### config.mk
export PLATFORM = sky130hd
export DESIGN_NAME = register_scoreboard
export DESIGN_NICKNAME = d
export VERILOG_FILES = /design/src/rtl/cpu_pkg.sv /design/src/rtl/scoreboard_counter.sv /design/src/rtl/register_scoreboard.sv
export SDC_FILE = /design/constraint.sdc
export NUM_CORES = 1
export LEC_CHECK = 0
export ABC_AREA = 1
export BUFFER_PORTS_ARGS = -buffer_cell sky130_fd_sc_hd__buf_2
export CAP_MARGIN = 20
export CORE_MARGIN = 2
export CORE_UTILIZATION = 42
export CTS_CLUSTER_DIAMETER = 40
export DETAILED_ROUTE_END_ITERATION = 12
export GPL_TIMING_DRIVEN = 0
export PLACE_DENSITY = 0.66
export SYNTH_ARGS = -nofsm -noshare
export SYNTH_HDL_FRONTEND = slang
export SYNTH_SLANG_ARGS = --single-unit
### constraint.sdc
create_clock -name clk -period 8.23 [get_ports clk]
set_input_delay 1.646 -clock clk [delete_from_list [all_inputs] [get_ports clk]]
set_output_delay 1.646 -clock clk [all_outputs]
set_load 0.02 [all_outputs]
### src/rtl/cpu_pkg.sv
// Shared register-file constants for the pipeline control blocks.
package cpu_pkg;

    localparam int NUM_REGISTERS           = 32;
    localparam int MAX_INFLIGHT            = 3;
    localparam int REGISTER_INDEXING_WIDTH = $clog2(NUM_REGISTERS);

    typedef logic [REGISTER_INDEXING_WIDTH-1:0] reg_index_t;

endpackage

### src/rtl/scoreboard_counter.sv
// Pending-write counter for one architectural register: +1 on issue, -1 per retire/cancel hit.
// Registered count; a decrement below zero clamps to 0 and raises underflow for the same cycle.
module scoreboard_counter
    import cpu_pkg::*;
#(
    parameter int COUNT_WIDTH = 2
) (
    input  logic                   clk,
    input  logic                   rst,
    input  logic                   inc,
    input  logic                   retire_hit,
    input  logic                   cancel_hit,
    output logic [COUNT_WIDTH-1:0] count,
    output logic [COUNT_WIDTH-1:0] count_next,
    output logic                   busy,
    output logic                   underflow
);

    logic [COUNT_WIDTH-1:0] count_q;
    logic [COUNT_WIDTH-1:0] count_d;
    logic [COUNT_WIDTH:0]   avail;
    logic [COUNT_WIDTH:0]   dec;

    // One extra bit so count+inc and the two decrements never wrap before comparing.
    always_comb begin
        avail     = {1'b0, count_q} + {{COUNT_WIDTH{1'b0}}, inc};
        dec       = {{COUNT_WIDTH{1'b0}}, retire_hit} + {{COUNT_WIDTH{1'b0}}, cancel_hit};
        underflow = (dec > avail);
        count_d   = underflow ? '0 : COUNT_WIDTH'(avail - dec);
    end

    always_ff @(posedge clk or negedge rst) begin
        if (!rst) begin
            count_q <= '0;
        end else begin
            count_q <= count_d;
        end
    end

    assign count      = count_q;
    assign count_next = count_d;
    assign busy       = (count_q != '0);

endmodule

### src/rtl/register_scoreboard.sv
// Issue/retire register scoreboard: grants issue when no source is pending and rd has headroom.
// issue_ready is combinational from registered counters; busy/total/error update one cycle after an event.
module register_scoreboard
    import cpu_pkg::*;
#(
    parameter int  NUM_REGISTERS           = cpu_pkg::NUM_REGISTERS,
    parameter int  MAX_INFLIGHT            = cpu_pkg::MAX_INFLIGHT,
    localparam int REGISTER_INDEXING_WIDTH = $clog2(NUM_REGISTERS),
    localparam int COUNT_WIDTH             = $clog2(MAX_INFLIGHT + 1),
    localparam int TOTAL_WIDTH             = $clog2(NUM_REGISTERS * MAX_INFLIGHT + 1)
) (
    input  logic                               clk,
    input  logic                               rst,
    input  logic                               issue_valid,
    output logic                               issue_ready,
    input  logic [REGISTER_INDEXING_WIDTH-1:0] issue_rs1,
    input  logic                               issue_rs1_used,
    input  logic [REGISTER_INDEXING_WIDTH-1:0] issue_rs2,
    input  logic                               issue_rs2_used,
    input  logic [REGISTER_INDEXING_WIDTH-1:0] issue_rd,
    input  logic                               issue_rd_valid,
    input  logic                               retire_valid,
    input  logic [REGISTER_INDEXING_WIDTH-1:0] retire_rd,
    input  logic                               cancel_valid,
    input  logic [REGISTER_INDEXING_WIDTH-1:0] cancel_rd,
    output logic [NUM_REGISTERS-1:0]           busy,
    output logic [TOTAL_WIDTH-1:0]             inflight_total,
    output logic                               error
);

    localparam logic [COUNT_WIDTH-1:0] COUNT_MAX = COUNT_WIDTH'(MAX_INFLIGHT);

    logic [COUNT_WIDTH-1:0]   count      [NUM_REGISTERS];
    logic [COUNT_WIDTH-1:0]   count_next [NUM_REGISTERS];
    logic [NUM_REGISTERS-1:0] busy_vec;
    logic [NUM_REGISTERS-1:0] underflow_vec;

    logic raw1;
    logic raw2;
    logic full;
    logic issue_fire;

    logic                   error_d;
    logic                   error_q;
    logic [TOTAL_WIDTH-1:0] total_d;
    logic [TOTAL_WIDTH-1:0] total_q;

    // x0 has no counter: it can never be busy, full or underflow.
    assign count[0]         = '0;
    assign count_next[0]    = '0;
    assign busy_vec[0]      = 1'b0;
    assign underflow_vec[0] = 1'b0;

    for (genvar i = 1; i < NUM_REGISTERS; i++) begin : g_cnt
        scoreboard_counter #(
            .COUNT_WIDTH (COUNT_WIDTH)
        ) u_cnt (
            .clk        (clk),
            .rst        (rst),
            .inc        (issue_fire && issue_rd_valid &&
                         (issue_rd == REGISTER_INDEXING_WIDTH'(i))),
            .retire_hit (retire_valid && (retire_rd == REGISTER_INDEXING_WIDTH'(i))),
            .cancel_hit (cancel_valid && (cancel_rd == REGISTER_INDEXING_WIDTH'(i))),
            .count      (count[i]),
            .count_next (count_next[i]),
            .busy       (busy_vec[i]),
            .underflow  (underflow_vec[i])
        );
    end

    // No retire bypass: a write retiring this cycle still blocks its readers until next cycle.
    always_comb begin
        raw1        = issue_rs1_used && (issue_rs1 != '0) && busy_vec[issue_rs1];
        raw2        = issue_rs2_used && (issue_rs2 != '0) && busy_vec[issue_rs2];
        full        = issue_rd_valid && (issue_rd != '0) && (count[issue_rd] == COUNT_MAX);
        issue_ready = rst && !(raw1 || raw2 || full);
        issue_fire  = issue_valid && issue_ready;
    end

    always_comb begin
        total_d = '0;
        for (int i = 1; i < NUM_REGISTERS; i++) begin
            total_d = total_d + TOTAL_WIDTH'(count_next[i]);
        end
        error_d = error_q || (|underflow_vec);
    end

    always_ff @(posedge clk or negedge rst) begin
        if (!rst) begin
            error_q <= 1'b0;
            total_q <= '0;
        end else begin
            error_q <= error_d;
            total_q <= total_d;
        end
    end

    assign busy           = busy_vec;
    assign inflight_total = total_q;
    assign error          = error_q;

endmodule

==> results.sh <==
export IMPL_outcome="finished with violations"
export IMPL_violations="negative setup slack"
export IMPL_worstSetupPathType="in -> reg"
export IMPL_slowest_stage="fa_2"
export IMPL_core_um2=24390
export IMPL_min_path_type="reg -> reg"
export IMPL_grt_ovfl_total=0
export IMPL_yosysTopAreaCellShare=0.2346
export IMPL_ys_async_sr_fraction=1.000
export IMPL_setup_violations=6
export IMPL_netlist_area_um2=10450
export IMPL_vias_per_cell=4.914
export IMPL_rr_worst_depth=36
export IMPL_worstPathArrival_ns=9.14
export IMPL_reg2reg_slack_ns=0.33
export IMPL_holdWs_ns=0.7244
export IMPL_cts_tree="done"
export IMPL_yosysSeqAreaShare=0.1676
export IMPL_grt_pass1_wl_mm=49.85
export IMPL_drive_gt1_frac=0.2086
export IMPL_grt_max_degree=51
export IMPL_synth_cells=1491
export IMPL_syn_area_per_cell_um2=7.010
export IMPL_clock_latency_ns=0.35
export IMPL_synthTopCellsByArea="ha_1 23%, dfrtp_1 17%, inv_1 13%, nand2_1 11%, fa_1 11%"
export IMPL_startpoint="issue_rd[0]"
export IMPL_fin_crit_ns=8.907
export IMPL_cp_start_kind="input port"
export IMPL_drt_iter0_drc=815
export IMPL_grt_total_usage=0.2506
export IMPL_routedWlPerCell_um=16.62
export IMPL_worst_slack_ns=-0.6772
export IMPL_cts_num_sinks=70
export IMPL_vias=9553
export IMPL_die_area_um2=26160
export IMPL_pre_cts_ws_ns=-1.438
export IMPL_grt_antenna_before_repair=0
export IMPL_cts_hold_buf=0
export IMPL_hold_viol=0
export IMPL_skew_ns=0.009906
export IMPL_synth_edf_count=0
export IMPL_port_buffers=68
export IMPL_io_pins=74
export IMPL_rsz0062_at_grt="yes"
export IMPL_maxSlewHeadroom=0.4882
export IMPL_critical_path_cell_count=40
export IMPL_final_area_um2=12790
export IMPL_htree_levels=3
export IMPL_place_area_um2=11410
export IMPL_nets=1901
export IMPL_rows=57
export IMPL_drv_slew=0
export IMPL_slowest_delay_ns=0.59
export IMPL_dp_hpwl_mm=26.99
export IMPL_antenna_left=0
export IMPL_yosysWarningCount=0
export IMPL_synth_flop_cell="dfrtp_1"
export IMPL_place_congestion=0.9841
export IMPL_clock_path_buffers=2
export IMPL_start_util=0.4285
export IMPL_syn_nets=1777
export IMPL_routed_wl_mm=32.31
export IMPL_r2r_end="inflight_total[5]"
export IMPL_critPathBufInv=11
export IMPL_ys_types=37
export IMPL_syn2layout_area_growth_pct=22.40
export IMPL_die_w_um=161.8
export IMPL_drv_cap=0
export IMPL_synth_largest_area_cell="ha_1"
export IMPL_cpMostUsedCell="nand2_1"
export IMPL_first_pass_iters=5
export IMPL_finalCritPeriodShare=1.082
export IMPL_cp_max_fo=10
export IMPL_required_ns=8.46
export IMPL_cts_buffers_inserted=9
export IMPL_critPathCapture="inflight_total[5]"
export IMPL_cts_root_buf="clkbuf_16"
export IMPL_crit_family="adder cells"
export IMPL_dieHeight_um=161.8
export IMPL_ys_ff_latch=70
export IMPL_drc=0
export IMPL_tightest_slew_ns=0.7607
export IMPL_r2r_start="g_cnt[12].u_cnt.count[0]"
export IMPL_endpoint_kind="flop"
export IMPL_clk_pin_slew_ns=0.07
export IMPL_grt_pass1_vias=9216
export IMPL_diodes=0
export IMPL_max_freq_mhz=112.3
## timing repair
| item | CTS | global route |
|---|---|---|
| cloned | 2 | 1 |
| resized for setup | 97 | 88 |
| pin swaps | 40 | 37 |
| buffers inserted | 25 | 17 |
| setup endpoints to repair | 7 | 7 |
## cell usage after synthesis (12+ instances only)
cell type and number:
nor2_1 212, dfrtp_1 70, inv_1 358, ha_1 196, nand3_1 85, nand2_1 308
o21ai_0 14, a21oi_1 26, nor2_2 12, fa_1 57, buf_4 35, xnor2_1 27
## worst min-delay path, delay by kind of cell, from the launching register on
kind | cells | cell delay, ns
flops | 1 | 0.35
fa+ha+maj | 1 | 0.15
simple gates | 2 | 0.17
## metal layers
| layer | global-route usage | vias up | share of wire |
|---|---|---|---|
| met5 | 0 | - | 0 |
| met4 | 0.08488 | 0 | 0.038 |
| met3 | 0.02937 | 75 | 0.065 |
| met2 | 0.4213 | 317 | 0.47 |
| met1 | 0.3360 | 4475 | 0.43 |
| li1 | - | 4686 | - |
## cell families after synthesis
family,Yosys count,synth area share
XOR/XNOR,36,0.03017
adder cells (fa/ha/maj),253,0.3438
other,1,0.0003588
AND/OR/NAND/NOR,650,0.2560
AO/OA/AOI/OAI,55,0.03041
flip-flops,70,0.1676
buffers and inverters,426,0.1717
## cell type report
type                    count  area (um2)
fillers                  2403       11600
clock inverters             5       105.1
well taps                 324       405.4
clock buffers              11       252.7
plain buffers              61       553.0
multi-input cells         995        7538
repair buffers            113       787.0
inverters                 365        1400
flip-flops and latches     70        1752
## worst min path at each step
stage                                         from                  endpoint  slack (ns)  cells after the start
after global routing      g_cnt[10].u_cnt.count[1]  g_cnt[10].u_cnt.count[0]        0.77                      3
after detailed placement  g_cnt[10].u_cnt.count[1]  g_cnt[10].u_cnt.count[0]        0.72                      3
after floorplan           g_cnt[10].u_cnt.count[1]  g_cnt[10].u_cnt.count[0]        0.65                      3
after global placement    g_cnt[10].u_cnt.count[1]  g_cnt[10].u_cnt.count[0]        0.72                      3
after CTS                 g_cnt[10].u_cnt.count[1]  g_cnt[10].u_cnt.count[0]        0.74                      3
final                     g_cnt[10].u_cnt.count[1]  g_cnt[10].u_cnt.count[0]        0.72                      3
## sequential cells by signal, indices dropped and copies added (netlist names)
register / flops
g_cnt.u_cnt.count: 62
inflight_total: 7
error: 1
## placed cells by master, fill, tap and decap left out, types with 4 or more instances in the layout
master and count:
ha_4 24, fa_1 49, dfrtp_1 70, buf_6 10, buf_8 8, nand2_1 286, inv_2 24, inv_4 4
o21ai_1 9, xnor2_1 27, nor2_2 19, nor2_1 190, clkbuf_1 6, xor2_1 8, buf_4 71, nand4_1 6
nor2_4 18, nor4_1 9, inv_1 335, ha_2 4, nand3_1 80, ha_1 168, a21oi_1 16, fa_2 8
a21oi_2 10, buf_16 4, or2_2 5, nand2_2 22, clkbuf_16 10, nand3_2 5, o21ai_0 4, buf_2 68
o21bai_1 7
## per-stage QoR
step           setup TNS (ns)  utilization  cells
6_report               -2.750       0.5245   1944
5_1_grt                -4.539       0.5245   1944
4_1_cts                -2.379       0.5042   1927
3_5_place_dp           -7.750       0.4677   1884
3_3_place_gp           -10.56       0.4665   1883
2_1_floorplan          -1.366            -   1491
Power is left out: the tool's default activity adds up to more than one toggle a clock period on the data nets, which glitch-free logic cannot reach.
